### src/rtl/multicycle_control.sv
// Multicycle RV32I control unit: FETCH/DECODE/EXEC/MEM/WB sequencer with a latched
// control word, branch resolution from ALU flags, IO/RAM address classification and trap capture.
module multicycle_control #(
  parameter logic [31:0] IO_BASE   = 32'hFFFFFC00,
  parameter logic [31:0] RAM_LIMIT = 32'h00010000,
  parameter int          MEM_WAIT  = 1,
  parameter int          ALUOP_W   = 4
) (
  input  logic               clk,
  input  logic               rst,
  input  logic [31:0]        instruction,
  input  logic               inst_ready,
  input  logic [31:0]        alu_result,
  input  logic               alu_zero,
  input  logic               alu_lt,
  input  logic               alu_ltu,
  output logic               ir_write,
  output logic               pc_write,
  output logic [1:0]         pc_src,
  output logic [ALUOP_W-1:0] ALUop,
  output logic               ALUSrc,
  output logic               sftmd,
  output logic               RegWrite,
  output logic               MemorIOToReg,
  output logic               MemRead,
  output logic               MemWrite,
  output logic               IORead,
  output logic               IOWrite,
  output logic [2:0]         state,
  output logic               trap,
  output logic [1:0]         trap_cause
);

  typedef enum logic [2:0] {
    S_FETCH = 3'd0, S_DECODE = 3'd1, S_EXEC = 3'd2, S_MEM = 3'd3, S_WB = 3'd4, S_TRAP = 3'd7
  } state_t;

  typedef enum logic [2:0] {
    K_ALU = 3'd0, K_LOAD = 3'd1, K_STORE = 3'd2, K_BRANCH = 3'd3, K_JAL = 3'd4, K_JALR = 3'd5
  } kind_t;

  typedef struct packed {
    kind_t              kind;
    logic [ALUOP_W-1:0] aluop;
    logic               alusrc;
    logic               sftmd;
    logic [2:0]         br_f3;
  } ctrl_t;

  state_t     state_q, state_d;
  ctrl_t      cw, dec;
  logic       illegal;
  logic [3:0] cnt;
  logic       mem_first, mem_io;
  logic       trap_q;
  logic [1:0] cause_q;
  logic       taken, io_hit, ram_hit, mem_io_now, mem_ok;

  logic [6:0] opcode, f7;
  logic [2:0] f3;
  logic       unused_fields;

  assign opcode        = instruction[6:0];
  assign f3            = instruction[14:12];
  assign f7            = instruction[31:25];
  assign unused_fields = ^{instruction[24:15], instruction[11:7]};

  always_comb begin
    dec     = '0;
    illegal = 1'b0;
    case (opcode)
      7'b0110011: begin
        if (f7 == 7'b0000000) begin
          case (f3)
            3'd0: dec.aluop = ALUOP_W'(0);
            3'd1: begin dec.aluop = ALUOP_W'(5); dec.sftmd = 1'b1; end
            3'd2: dec.aluop = ALUOP_W'(10);
            3'd3: dec.aluop = ALUOP_W'(11);
            3'd4: dec.aluop = ALUOP_W'(2);
            3'd5: begin dec.aluop = ALUOP_W'(6); dec.sftmd = 1'b1; end
            3'd6: dec.aluop = ALUOP_W'(3);
            default: dec.aluop = ALUOP_W'(4);
          endcase
        end else if (f7 == 7'b0100000 && f3 == 3'd0) begin
          dec.aluop = ALUOP_W'(1);
        end else if (f7 == 7'b0100000 && f3 == 3'd5) begin
          dec.aluop = ALUOP_W'(7);
          dec.sftmd = 1'b1;
        end else begin
          illegal = 1'b1;
        end
      end
      7'b0010011: begin
        dec.alusrc = 1'b1;
        case (f3)
          3'd0: dec.aluop = ALUOP_W'(0);
          3'd2: dec.aluop = ALUOP_W'(10);
          3'd3: dec.aluop = ALUOP_W'(11);
          3'd4: dec.aluop = ALUOP_W'(2);
          3'd6: dec.aluop = ALUOP_W'(3);
          3'd7: dec.aluop = ALUOP_W'(4);
          default: begin
            // Shift-immediates: funct7 carries only the arithmetic/logical select.
            dec.sftmd = 1'b1;
            if (f7 != 7'b0000000 && f7 != 7'b0100000) illegal = 1'b1;
            if (f3 == 3'd1)  dec.aluop = ALUOP_W'(5);
            else if (f7[5])  dec.aluop = ALUOP_W'(7);
            else             dec.aluop = ALUOP_W'(6);
          end
        endcase
      end
      7'b0000011: begin dec.kind = K_LOAD;  dec.alusrc = 1'b1; end
      7'b0100011: begin dec.kind = K_STORE; dec.alusrc = 1'b1; end
      7'b1100011: begin
        dec.kind  = K_BRANCH;
        dec.aluop = ALUOP_W'(1);
        dec.br_f3 = f3;
        if (f3 == 3'd2 || f3 == 3'd3) illegal = 1'b1;
      end
      7'b1101111: begin dec.kind = K_JAL; dec.alusrc = 1'b1; end
      7'b1100111: begin
        dec.kind   = K_JALR;
        dec.alusrc = 1'b1;
        if (f3 != 3'd0) illegal = 1'b1;
      end
      7'b0110111: begin dec.aluop = ALUOP_W'(8); dec.alusrc = 1'b1; end
      7'b0010111: begin dec.aluop = ALUOP_W'(9); dec.alusrc = 1'b1; end
      default: illegal = 1'b1;
    endcase
  end

  always_comb begin
    taken = 1'b0;
    case (cw.br_f3)
      3'b000: taken = alu_zero;
      3'b001: taken = !alu_zero;
      3'b100: taken = alu_lt;
      3'b101: taken = !alu_lt;
      3'b110: taken = alu_ltu;
      3'b111: taken = !alu_ltu;
      default: taken = 1'b0;
    endcase
  end

  // The window is classified once on MEM entry and held for the remaining wait cycles.
  assign io_hit     = (alu_result >= IO_BASE);
  assign ram_hit    = (alu_result < RAM_LIMIT);
  assign mem_io_now = mem_first ? io_hit : mem_io;
  assign mem_ok     = mem_first ? (io_hit || ram_hit) : 1'b1;

  always_comb begin
    state_d      = state_q;
    ir_write     = 1'b0;
    pc_write     = 1'b0;
    pc_src       = 2'd0;
    ALUop        = '0;
    ALUSrc       = 1'b0;
    sftmd        = 1'b0;
    RegWrite     = 1'b0;
    MemorIOToReg = 1'b0;
    MemRead      = 1'b0;
    MemWrite     = 1'b0;
    IORead       = 1'b0;
    IOWrite      = 1'b0;
    state        = 3'd0;
    trap         = 1'b0;
    trap_cause   = 2'd0;
    if (!rst) begin
      state      = state_q;
      trap       = trap_q;
      trap_cause = cause_q;
      case (state_q)
        S_FETCH: begin
          ir_write = inst_ready;
          if (inst_ready) state_d = S_DECODE;
        end
        S_DECODE: state_d = illegal ? S_TRAP : S_EXEC;
        S_EXEC: begin
          ALUop  = cw.aluop;
          ALUSrc = cw.alusrc;
          sftmd  = cw.sftmd;
          case (cw.kind)
            K_BRANCH: begin
              pc_write = 1'b1;
              pc_src   = taken ? 2'd1 : 2'd0;
              state_d  = S_FETCH;
            end
            K_LOAD, K_STORE: state_d = S_MEM;
            default:         state_d = S_WB;
          endcase
        end
        S_MEM: begin
          if (!mem_ok) begin
            state_d = S_TRAP;
          end else begin
            if (cw.kind == K_LOAD) begin
              IORead  = mem_io_now;
              MemRead = !mem_io_now;
            end else begin
              IOWrite  = mem_io_now;
              MemWrite = !mem_io_now;
            end
            if (cnt == 4'd0) begin
              if (cw.kind == K_STORE) begin
                pc_write = 1'b1;
                state_d  = S_FETCH;
              end else begin
                state_d = S_WB;
              end
            end
          end
        end
        S_WB: begin
          RegWrite     = 1'b1;
          MemorIOToReg = (cw.kind == K_LOAD);
          pc_write     = 1'b1;
          pc_src       = (cw.kind == K_JAL) ? 2'd1 : (cw.kind == K_JALR) ? 2'd2 : 2'd0;
          state_d      = S_FETCH;
        end
        S_TRAP: state_d = S_TRAP;
        default: state_d = S_FETCH;
      endcase
    end
  end

  always_ff @(posedge clk) begin
    if (rst) begin
      state_q   <= S_FETCH;
      cw        <= '0;
      cnt       <= 4'd0;
      mem_first <= 1'b0;
      mem_io    <= 1'b0;
      trap_q    <= 1'b0;
      cause_q   <= 2'd0;
    end else begin
      state_q <= state_d;
      if (state_q == S_DECODE && state_d == S_EXEC) cw <= dec;
      if (state_q == S_EXEC && state_d == S_MEM) begin
        cnt       <= 4'(MEM_WAIT - 1);
        mem_first <= 1'b1;
      end else if (state_q == S_MEM) begin
        mem_first <= 1'b0;
        if (mem_first) mem_io <= io_hit;
        if (cnt != 4'd0) cnt <= cnt - 4'd1;
      end
      if (state_d == S_TRAP && state_q != S_TRAP) begin
        trap_q  <= 1'b1;
        cause_q <= (state_q == S_DECODE) ? 2'd1 : 2'd2;
      end
    end
  end

endmodule

### config.mk
export PLATFORM = sky130hd
export DESIGN_NAME = multicycle_control
export DESIGN_NICKNAME = d
export VERILOG_FILES = /design/src/rtl/multicycle_control.sv
export SDC_FILE = /design/constraint.sdc
export NUM_CORES = 1
export LEC_CHECK = 0
export ABC_AREA = 1
export BUFFER_PORTS_ARGS = -buffer_cell sky130_fd_sc_hd__buf_2
export CAP_MARGIN = 10
export CORE_MARGIN = 4
export CORE_UTILIZATION = 47
export CTS_CLUSTER_DIAMETER = 150
export CTS_CLUSTER_SIZE = 25
export DETAILED_ROUTE_END_ITERATION = 7
export GPL_TIMING_DRIVEN = 1
export PLACE_DENSITY_LB_ADDON = 0.25
export SETUP_SLACK_MARGIN = 0.2
export SLEW_MARGIN = 20
export SYNTH_ARGS = -nofsm -noshare
export SYNTH_HDL_FRONTEND = slang
export SYNTH_SLANG_ARGS = --single-unit
### constraint.sdc
create_clock -name clk -period 3.17 [get_ports clk]
set_input_delay 0.951 -clock clk [delete_from_list [all_inputs] [get_ports clk]]
set_output_delay 0.951 -clock clk [all_outputs]
set_load 0.1 [all_outputs]
After elaboration in Yosys (flattened, before gate mapping)
Cells that the tools add are included.
- add/subtract/negate cells: 1
- magnitude comparators: 2
- eq/ne operators: 37
- multiplexer cells: 82
- bitwise operators: 1
- reduce and logical (&&, ||, !) cells: 29
- operator list (operator ; count):
    1-bit 2-to-1 mux ; 52
    3-bit == test (second input constant) ; 13
    32-bit >= comparator (second input constant) ; 1
    32-bit by 17-bit less-than comparator with 1-bit output (second input constant) ; 1
    3-bit 2-to-1 mux ; 10
    3-bit one-hot mux with 5 select lines ; 2
    7-bit by 6-bit == test with 1-bit output (second input constant) ; 4
    4-bit one-hot mux with 7 select lines ; 1
    3-bit by 2-bit == test with 1-bit output (second input constant) ; 8
    4-bit one-hot mux with 6 select lines ; 1
    7-bit == test (second input constant) ; 3
    4-bit one-hot mux with 5 select lines ; 1
    4-bit 2-to-1 mux ; 4
    7-bit by 5-bit == test with 1-bit output (second input constant) ; 2
    3-bit by 1-bit == test with 1-bit output (second input constant) ; 4
    2-bit 2-to-1 mux ; 5
    3-bit zero test ; 3
    7-bit by 2-bit == test with 1-bit output (second input constant) ; 1
    7-bit zero test ; 1
    7-bit by 6-bit != test with 1-bit output (second input constant) ; 1
    7-bit nonzero test ; 1
    7-bit OR reduction ; 1
    1-bit logical AND ; 6
    1-bit one-hot mux with 6 select lines ; 1
    other kinds (18) ; 25
- register bits after elaboration: 24
- bits of input ports: 70
- output and inout bits: 22
- logic and storage cells: 163

Logic depth before layout (Yosys ltp)
Gate-level depths: netlist of the first run.
- depth after elaboration: 13
- gate-level depth with buffers: 16

Worst setup path before layout of the first run
OpenSTA, ideal clock, no wires.
- kind: input -> output
- start point: input port rst
- end point: output port pc_src[1]
- arrival: 5.479 ns
- data required time: 2.219 ns
- path slack: -3.260 ns
- cell stages on the path: 4
- path buffers: 1
- path through: clkbuf_1 nor2_1 inv_1 nor4_1
- word-level cells in the longest chain between the ends: 1
- RTL lines (item ; RTL line ; RTL):
    start: declaration ; 10 ; input logic rst,
    2-bit 2-to-1 mux ; 168 ; if (!rst) begin
    end: declaration ; 19 ; output logic [1:0] pc_src,
No other way between the ends.

Worst setup path after layout of the first run
- start point: input port alu_result[25]
- end point: output port MemRead
- word-level cells in the longest chain between the ends: 7
- elaborated cells on any way between the ends: 10
- classes of those cells: order compare (2); mux (6); reduce/logical (2)
- RTL lines (item ; RTL line ; RTL):
    start: declaration ; 13 ; input logic [31:0] alu_result,
    32-bit >= comparator ; 146 ; assign io_hit = (alu_result >= IO_BASE);
    1-bit 2-to-1 mux ; n/a ;
    1-bit zero test ; 198 ; MemRead = !mem_io_now;
    1-bit 2-to-1 mux ; 196 ; if (cw.kind == K_LOAD) begin
    1-bit 2-to-1 mux * ; 193 ; if (!mem_ok) begin
    1-bit 2-to-1 mux * ; 172 ; case (state_q)
    1-bit 2-to-1 mux * ; 168 ;
    end: declaration ; 25 ; output logic MemRead,
Mark *: on every way between the ends. The rest lies on a longest branch, timed or not.

==> reports/metrics.cfg, run 1 <==
[clock_tree]
insertion_delay_ns=0.27
clockBufferDepth=2
cts_tree=yes
cts.reportedPaths.clkPinSlew_ns=0.09
htreeDepth=1
cts_buffers=3
clkSinkCount=24
hold_buffers=0
cts-root-buf=clkbuf_8

[drt]
firstDrtPassIters=4
drt_iter0_drc=149
route.detailed.drc=0
final_antenna_net_count=0
drt-total-wl_um=6000
vias=2421
via_per_inst=5.18
routedWlPerCell_um=12.8

[placed_design]
placed_cells=460
port_buffers=66
dpl.hpwl_um=4280
place_congestion=0.912

[critical_path]
cp_top_family=simple AND/OR/NAND/NOR gates
required_ns=2.22
cp_max_fo=2
cp-start-kind=input port
crit_path_end_kind=primary output
cp_cell_sequence=buf_6, nand2_1, nor2_2, nand2_1, nor2_2, nand2_2, a2111oi_4, buf_4, nand4_1, buf_6, nor2_4, buf_12
critPathKind=in2out
cp_num_buf_inv=4
slowest_delay_ns=0.36
crit_slowest_cell=a2111oi_4
critical_path_arrival_ns=2.52

[timing]
fin_skew_ns=0.00442
worstMarginPinSlew_ns=0.498
fin_crit_sh_pct=109
finalMaxSlewViolations=0
finalWorstSetupSlack_ns=-0.298
slew_headroom_pct=67.0
hold_viol_final=0
timing.final.crit_period_ns=3.47
fmax_mhz=288
rsz0062_at_grt=yes
finalSetupViolations=5

[grt]
antenna_found_initial=0
grt_max_degree=25
grt_pass1_wl_um=9540
grt.overflow.total=0
grt_usage_pct=22.5
grt_pass1_vias=2278

[floorplanning]
die_y_um=71.8
std_cell_rows=22
die_w_um=71.8
dieArea_mm2=0.00515
core_mm2=0.00380
initial_core_util_pct=50.3
ios=92

[final_layout]
drive_gt1_share_pct=30.3
multi_input_area_mm2=0.00139
seqCellArea_um2=480
antenna_cells=0
syn2layout_area_growth_pct=53.4
stdcell_count=467
final_util_pct=77.1
nFillCells=293
layout.nets=491

[logic_synthesis]
synth_most_common_cell=nand2_1
async_flop_share_pct=0
yosysUniqueCellTypes=34
syn-num-nets=417
synth_edf_count=0
yosysWarnings=0
yosysSeqAreaShare_pct=25.1
synth_common_cells=nand2_1 (85), nor2_1 (81), inv_1 (56), dfxtp_1 (24), a21oi_1 (17)
syn_inst=346
synth-main-ff-cell=dfxtp_1
synth.largest_area_cell=dfxtp_1
ys_seq_elements=24
syn-cell-area_mm2=0.00191
synth_top_area_share_pct=25.1
synthTopCellsByArea=dfxtp_1 (25%), nand2_1 (17%), nor2_1 (16%)
avgSynthCellArea_um2=5.52

[power_and_ir_drop]
power_density_mw_per_mm2=330
power_uw=968
leakage_uw=0.00137
ir_drop_mv=0.301

[run_status]
violations=setup timing
status=complete, but fails checks

[run]
drv_cap=0

[min_path]
worstHoldPathType=reg2reg

## repair_timing
action | 4_1_cts | 5_1_grt
resized for setup | 26 | 19
buffers inserted | 2 | 1
hold endpoints to repair | 0 | 0
endpoints found under the setup margin | 12 | 9
pin swaps | 18 | 17
## cell type report
type                       instances  area share, %
clock buffer                       3           1.41
clock inverter                     1           1.02
inverter                          61           7.86
multi-input combinational        256           47.4
sequential                        24           16.4
tap                               48           2.05
timing repair buffer              74           23.9
## worst register-to-register path, cell delays in order, from the launching register on
cell,delay (ns)
dfxtp_1,0.38
inv_2,0.15
nand2_1,0.11
nor2_1,0.34
nor3_1,0.15
nand3_1,0.12
o21ai_1,0.11
inv_2,0.08
nand4_4,0.27
a21oi_1,0.27
nor2_1,0.06
## worst paths after layout
path | slack [ns] | end | cells past startpoint | start
hold / removal | 0.47 | cnt[0] | 2 | cnt[0]
setup reg to reg | 1.03 | cw[3] | 10 | state_q[2]
hold reg to reg | 0.47 | cnt[0] | 2 | cnt[0]
setup / recovery | -0.30 | MemRead | 12 | alu_result[25]
## power by group
part | internal, uW | leakage [uW] | switching, uW
clock network | 169 | 0.0000357 | 104
registers | 324 | 0.000194 | 20.0
logic | 111 | 0.00114 | 241
total | 603 | 0.00137 | 365
## cells by family after synthesis
| logic type | after synthesis | synth area share [%] |
|---|---|---|
| AO/OA/AOI/OAI | 43 | 12.3 |
| XOR/XNOR | 1 | 0.458 |
| adder cells (fa/ha/maj) | 1 | 0.655 |
| buffers and inverters | 66 | 13.9 |
| flip-flops | 24 | 25.1 |
| multiplexers | 1 | 0.524 |
| AND/OR/NAND/NOR | 210 | 47.0 |
## metrics by stage
step / setup TNS [ns] / instance area, um^2 / hold slack [ns] / setup WS (ns)
detailed placement: -1.48 / 2630 / 0.456 / -0.416
global placement: -1.33 / 2630 / 0.449 / -0.386
floorplan: -6.03 / 2050 / 0.439 / -0.550
CTS: -0.893 / 2830 / 0.469 / -0.260
finish: -1.20 / 2930 / 0.465 / -0.298
global route: -1.65 / 2930 / 0.506 / -0.385
## flip-flops by register name (all words and copies together) (netlist names)
| register | count |
|---|---|
| trap_q | 1 |
| cw | 12 |
| state_q | 3 |
| mem_first | 1 |
| cnt | 4 |
| cause_q | 2 |
| mem_io | 1 |
## routing by layer
metal / vias up / global-route usage (%) / part of all wire, %
met4: 0 / 5.43 / 1.9
li1: 1233 / - / -
met3: 16 / 5.19 / 7.5
met2: 92 / 41.4 / 50
met1: 1080 / 26.1 / 40
met5: - / 0 / 0
## layout by cell type, fill, tap and decap left out, drive strengths merged
| master | n |
|---|---|
| o211ai | 1 |
| nand3 | 18 |
| nand2 | 90 |
| dfxtp | 24 |
| o21ai | 19 |
| nor2 | 83 |
| inv | 59 |
| a211oi | 1 |
| mux2i | 1 |
| nand4 | 8 |
| a2111oi | 1 |
| nor4 | 1 |
| ha | 1 |
| buf | 74 |
| o31ai | 1 |
| xor2 | 1 |
| a31oi | 1 |
| a221oi | 1 |
| clkinv | 2 |
| clkbuf | 3 |
| o311ai | 1 |
| a21oi | 17 |
| bufinv | 1 |
| nor3 | 10 |
(Power assumes the default switching activity.)
==> run 2: changes to the inputs <==
--- a/config.mk
+++ b/config.mk
@@ -16,6 +16,7 @@
 export GPL_TIMING_DRIVEN = 1
 export PLACE_DENSITY_LB_ADDON = 0.25
 export SETUP_SLACK_MARGIN = 0.2
+export SKIP_CTS_REPAIR_TIMING = 1
 export SLEW_MARGIN = 20
 export SYNTH_ARGS = -nofsm -noshare
 export SYNTH_HDL_FRONTEND = slang
==> reports/metrics.cfg, run 2 (synthesis results as in run 1) <==
[final_layout]
layout_common_cells=nand2_1 (81), nor2_1 (58), inv_1 (55)  ; was nand2_1 (79), nor2_1 (62), inv_1 (55)
final_common_cell=nand2_1  ; unchanged
drive_gt1_share_pct=30.2  ; was 30.3%
multi_input_area_mm2=0.00140  ; was 0.00139 mm^2
nFillCells=300  ; was 293
largestRegisters=cw: 12 flops, cnt: 4 flops, state_q: 3 flops  ; unchanged
final_cell_area_mm2=0.00292  ; was 0.00293 mm^2
seqCellArea_um2=480  ; unchanged
syn2layout_area_growth_pct=53.0  ; was 53.4%
final_util_pct=77.0  ; was 77.1%
antenna_cells=0  ; unchanged
layout.nets=489  ; was 491
largest_reg_flops=12  ; unchanged
top_register=cw  ; unchanged
stdcell_count=465  ; was 467

[timing]
fmax_mhz=288  ; about the same
finalSetupViolations=4  ; was 5
slew_headroom_pct=65.7  ; was 67.0%
fin_skew_ns=0.00343  ; was 0.00442 ns
hold_viol_final=0  ; unchanged
finalMaxSlewViolations=0  ; unchanged
timing.final.crit_period_ns=3.48  ; was 3.47 ns
finalWorstSetupSlack_ns=-0.306  ; was -0.298 ns
worstMarginPinSlew_ns=0.511  ; was 0.498 ns
rsz0062_at_grt=yes  ; unchanged
fin_crit_sh_pct=110  ; was 109%

[placed_design]
port_buffers=66  ; unchanged
placed_cells=460  ; unchanged
dpl.hpwl_um=4280  ; unchanged
place_congestion=0.912  ; unchanged
place_area_mm2=0.00263  ; unchanged

[critical_path]
crit_path_end_kind=primary output  ; unchanged
cp_max_fo=3  ; was 2
critPathKind=in2out  ; unchanged
required_ns=2.22  ; about the same
cp-start-kind=input port  ; unchanged
critical_path_arrival_ns=2.52  ; about the same

[drt]
route.detailed.drc=0  ; unchanged
routedWlPerCell_um=12.8  ; about the same
drt-total-wl_um=5960  ; was 6000 um
final_antenna_net_count=0  ; unchanged
vias=2404  ; was 2421
via_per_inst=5.17  ; was 5.18
drt_iter0_drc=147  ; was 149
firstDrtPassIters=4  ; unchanged

[floorplanning]
die_y_um=71.8  ; unchanged
std_cell_rows=22  ; unchanged
core_mm2=0.00380  ; unchanged
die_w_um=71.8  ; unchanged
dieArea_mm2=0.00515  ; unchanged
ios=92  ; unchanged
initial_core_util_pct=50.3  ; unchanged

[min_path]
worstHoldPathType=reg2reg  ; unchanged

[clock_tree]
clkSinkCount=24  ; unchanged
cts-root-buf=clkbuf_8  ; unchanged
cts_buffers=3  ; unchanged
clockBufferDepth=2  ; unchanged
cts.reportedPaths.clkPinSlew_ns=0.09  ; about the same
cts_tree=yes  ; unchanged
insertion_delay_ns=0.27  ; about the same
htreeDepth=1  ; unchanged

[grt]
grt.overflow.total=0  ; unchanged
grt_pass1_wl_um=8940  ; was 9540 um
grt_usage_pct=21.0  ; was 22.5%
antenna_found_initial=0  ; unchanged
grt_pass1_vias=2191  ; was 2278
grt_max_degree=25  ; unchanged

[power_and_ir_drop]
ir_drop_mv=0.306  ; was 0.301 mV
power_density_mw_per_mm2=331  ; was 330 mW/mm^2
leakage_uw=0.00136  ; was 0.00137 uW
power_uw=969  ; was 968 uW

[run]
drv_cap=0  ; unchanged

[run_status]
violations=setup timing  ; unchanged
status=complete, but fails checks  ; unchanged

-- run 2: layout make-up --
type	count	area share (%)
clock inverter	1	1.03
multi-input combinational	256	47.8
sequential	24	16.4
clock buffer	3	1.41
inverter	61	7.87
timing repair buffer	72	23.4
tap	48	2.05
-- run 2: final timing paths --
path              depth (start not counted)      end      startpoint  slack, ns
setup reg to reg                         10    cw[0]      state_q[2]       1.02
hold / removal                            2   cnt[0]          cnt[0]       0.47
hold reg to reg                           2   cnt[0]          cnt[0]       0.47
setup / recovery                         11  MemRead  alu_result[16]      -0.31
-- run 2: through the flow --
stage | hold WS, ns | TNS, ns | setup WS (ns)
3_3_place_gp | 0.449 | -1.33 | -0.386
2_1_floorplan | 0.439 | -6.03 | -0.550
4_1_cts | 0.469 | -1.78 | -0.490
5_1_grt | 0.506 | -1.57 | -0.411
6_report | 0.465 | -1.09 | -0.306
3_5_place_dp | 0.456 | -1.48 | -0.416
-- run 2: worst max-delay path: stages --
cell and delay [ns]:
buf_6 0.10, nor2_2 0.10, nand2_1 0.07, nor2_2 0.15, a21oi_4 0.09, a2111oi_4 0.36
buf_4 0.17, nand4_1 0.09, buf_6 0.15, nor2_4 0.11, buf_12 0.18
-- run 2: report_power, final --
part / total (uW) / switching (uW) / internal (uW)
Combinational: 353 / 242 / 111
Clock: 273 / 104 / 169
Sequential: 343 / 19.7 / 324
Total: 969 / 366 / 603
-- run 2: per-layer routing --
metal  share of wire (%)  GRT usage, %  vias up
li1                    -             -     1226
met1                  39          24.7     1070
met2                  51          38.6       96
met3                 7.5          5.33       12
met4                 1.9          3.97        0
met5                   0             0        -
==> run 3: changes to the inputs <==
--- a/config.mk
+++ b/config.mk
@@ -5,11 +5,11 @@
 export SDC_FILE = /design/constraint.sdc
 export NUM_CORES = 1
 export LEC_CHECK = 0
-export ABC_AREA = 1
 export BUFFER_PORTS_ARGS = -buffer_cell sky130_fd_sc_hd__buf_2
 export CAP_MARGIN = 10
+export CORE_ASPECT_RATIO = 1.5
 export CORE_MARGIN = 4
-export CORE_UTILIZATION = 47
+export CORE_UTILIZATION = 46
 export CTS_CLUSTER_DIAMETER = 150
 export CTS_CLUSTER_SIZE = 25
 export DETAILED_ROUTE_END_ITERATION = 7
==> reports/metrics.cfg, run 3 <==
[run_status]
violations=setup timing  ; unchanged
status=complete, but fails checks  ; unchanged

[drt]
drt-total-wl_um=5400  ; was 5960 um
routedWlPerCell_um=15.0  ; was 12.8 um
vias=2077  ; was 2404
drt_iter0_drc=53  ; was 147
via_per_inst=5.77  ; was 5.17
route.detailed.drc=0  ; unchanged
firstDrtPassIters=4  ; unchanged
final_antenna_net_count=0  ; unchanged

[min_path]
hold_path_depth=2  ; unchanged
worstHoldPathType=reg2reg  ; unchanged
min_from=cw[4]  ; was cnt[0]
min_to=cw[4]  ; was cnt[0]

[final_layout]
antenna_cells=0  ; unchanged
layout.nets=389  ; was 489
layout_common_cells=buf_2 (42), dfxtp_1 (23), a21oi_1 (21)  ; was nand2_1 (81), nor2_1 (58), inv_1 (55)
multi_input_area_mm2=0.00142  ; was 0.00140 mm^2
seqCellArea_um2=482  ; was 480 um^2
top_register=cw  ; unchanged
final_common_cell=buf_2  ; was nand2_1
drive_gt1_share_pct=40.4  ; was 30.2%
largestRegisters=cw: 12 flops, cnt: 4 flops, state_q: 3 flops  ; unchanged
largest_reg_flops=12  ; unchanged
nFillCells=271  ; was 300
syn2layout_area_growth_pct=55.8  ; was 53.0%
final_cell_area_mm2=0.00283  ; was 0.00292 mm^2

[timing]
hold_viol_final=0  ; unchanged
slew_headroom_pct=68.0  ; was 65.7%
finalWorstSetupSlack_ns=-0.501  ; was -0.306 ns
fin_skew_ns=0.00703  ; was 0.00343 ns
fin_crit_sh_pct=116  ; was 110%
rsz0062_at_grt=yes  ; unchanged
finalMaxSlewViolations=0  ; unchanged
worstMarginPinSlew_ns=0.484  ; was 0.511 ns
finalSetupViolations=5  ; was 4
fmax_mhz=272  ; was 288 MHz
timing.final.crit_period_ns=3.67  ; was 3.48 ns

[floorplanning]
dieArea_mm2=0.00503  ; was 0.00515 mm^2
initial_core_util_pct=48.3  ; was 50.3%
core_mm2=0.00375  ; was 0.00380 mm^2
std_cell_rows=27  ; was 22
die_w_um=59.3  ; was 71.8 um
ios=92  ; unchanged
die_y_um=84.9  ; was 71.8 um

[logic_synthesis]
synth_top_area_share_pct=26.5  ; was 25.1%
yosysWarnings=0  ; unchanged
synth_common_cells=nor2_1 (25), dfxtp_1 (24), a21oi_1 (23), nand2_1 (20), nor3_1 (11)  ; was nand2_1 (85), nor2_1 (81), inv_1 (56), dfxtp_1 (24), a21oi_1 (17)
synth-main-ff-cell=dfxtp_1  ; unchanged
synth_edf_count=0  ; unchanged
synth.largest_area_cell=dfxtp_1  ; unchanged
synthTopCellsByArea=dfxtp_1 (27%), a21oi_1 (6.3%), nor2_1 (5.2%)  ; was dfxtp_1 (25%), nand2_1 (17%), nor2_1 (16%)
yosysSeqAreaShare_pct=26.5  ; was 25.1%
syn-num-nets=314  ; was 417
ys_seq_elements=24  ; unchanged
syn_inst=243  ; was 346
synth_most_common_cell=nor2_1  ; was nand2_1
syn-cell-area_mm2=0.00181  ; was 0.00191 mm^2
avgSynthCellArea_um2=7.46  ; was 5.52 um^2
yosysUniqueCellTypes=56  ; was 34
async_flop_share_pct=0  ; unchanged

[grt]
grt_max_degree=15  ; was 25
grt_pass1_vias=1948  ; was 2191
grt.busiest_layer=met2  ; unchanged
grt_util_met3_pct=1.83  ; was 5.33%
grt_usage_pct=20.9  ; was 21.0%
antenna_found_initial=0  ; unchanged
grt_use_met2_pct=41.4  ; was 38.6%
grt.overflow.total=0  ; unchanged
grt_pass1_wl_um=8400  ; was 8940 um
met1_usage_pct=20.7  ; was 24.7%

[critical_path]
r2r_setup_slack_ns=1.10  ; was 1.02 ns
r2r_cells=9  ; was 10
reg2reg_to=cause_q[0]  ; was cw[0]
cp_cell_sequence=buf_6, or4_4, o41ai_4, a21oi_2, nor3_2, nand2b_1, nor2_4, buf_12  ; was buf_6, nor2_2, nand2_1, nor2_2, a21oi_4, a2111oi_4, buf_4, nand4_1, buf_6, nor2_4, buf_12
rr_startpoint=cnt[0]  ; was state_q[2]
crit_path_end_kind=primary output  ; unchanged
crit_slowest_cell=or4_4  ; was a2111oi_4
cp-start-kind=input port  ; unchanged
cp_top_family=simple AND/OR/NAND/NOR gates  ; was buffers and inverters
cp_num_buf_inv=2  ; was 4
required_ns=2.22  ; about the same
crit_cells=8  ; was 11
slowest_delay_ns=0.53  ; was 0.36 ns
cp_max_fo=3  ; unchanged
critical_path_arrival_ns=2.72  ; was 2.52 ns
critPathKind=in2out  ; unchanged

[clock_tree]
clockBufferDepth=2  ; unchanged
cts.reportedPaths.clkPinSlew_ns=0.08  ; was 0.09 ns
htreeDepth=1  ; unchanged
cts_buffers=3  ; unchanged
cts-root-buf=clkbuf_8  ; unchanged
cts_tree=yes  ; unchanged
insertion_delay_ns=0.28  ; was 0.27 ns
clkSinkCount=24  ; unchanged

[placed_design]
port_buffers=66  ; unchanged
place_ws_ns=-0.552  ; was -0.416 ns
place_area_mm2=0.00268  ; was 0.00263 mm^2
place_congestion=0.827  ; was 0.912
dpl.hpwl_um=4210  ; was 4280 um

[power_and_ir_drop]
ir_drop_mv=0.241  ; was 0.306 mV
power_uw=904  ; was 969 uW
power_density_mw_per_mm2=320  ; was 331 mW/mm^2
leakage_uw=0.00109  ; was 0.00136 uW

[run]
drv_cap=0  ; unchanged

## run 3: cell count changes in the layout (fill, tap and decap cells not counted), moves of 7 or more
cell,before,now
nor2_4,15,6
inv_1,55,6
nand3_1,16,8
buf_4,4,18
nand2_1,81,19
nor2_1,58,18
nor2_2,10,1
buf_6,15,4
nand2b_1,0,7
o21ai_1,13,0
nor2b_1,0,7
## run 3: worst min-delay path: stages (launching register included)
cell and delay, ns:
dfxtp_1 0.32, nand2_1 0.05, a21oi_1 0.05
## run 3: area by class of cell
type | count | share of cell area [%]
repair buffers | 84 | 28.0
well taps | 43 | 1.90
inverters | 6 | 0.797
flip-flops and latches | 24 | 17.1
clock buffers | 4 | 1.95
multi-input cells | 199 | 50.3
## run 3: through the flow
step                      std cells  hold slack (ns)  util (%)  TNS [ns]
after floorplan                 243            0.432         -     -3.68
after global placement          353            0.444      71.6     -2.30
after detailed placement        353            0.450      71.6     -2.56
after CTS                       357            0.461      73.0     -2.56
after global routing            360            0.478      75.3     -2.84
final                           360            0.461      75.3     -2.46
## run 3: worst max path at each step
| stage | start | end |
|---|---|---|
| 5_1_grt | alu_result[24] | MemRead |
| 4_1_cts | alu_result[20] | IORead |
| 3_5_place_dp | alu_result[20] | IORead |
| 2_1_floorplan | alu_result[29] | IORead |
| 6_report | alu_result[24] | IORead |
| 3_3_place_gp | alu_result[20] | IORead |
## run 3: cell families (layout without fill, tap and decap cells)
kind of cell,count (synthesis),in the layout,share of synthesized area [%]
DFF,24,24,26.5
AOI/OAI and AO/OA,64,64,22.6
muxes,4,4,2.21
adders and majority gates,1,1,0.690
and+or+nand+nor,126,126,40.9
buffers and inverters,20,94,5.18
xor gates and xnor gates,4,4,1.93
## run 3: report_power, final
part           switching [uW]  internal [uW]
sequential               21.9            318
clock                     103            111
combinational             218            131
## run 3: routing by layer
metal / wire (um) / up-vias
met2: 3050 / 60
met5: 0 / -
met4: 115 / 0
met3: 272 / 9
met1: 1960 / 961
li1: - / 1047
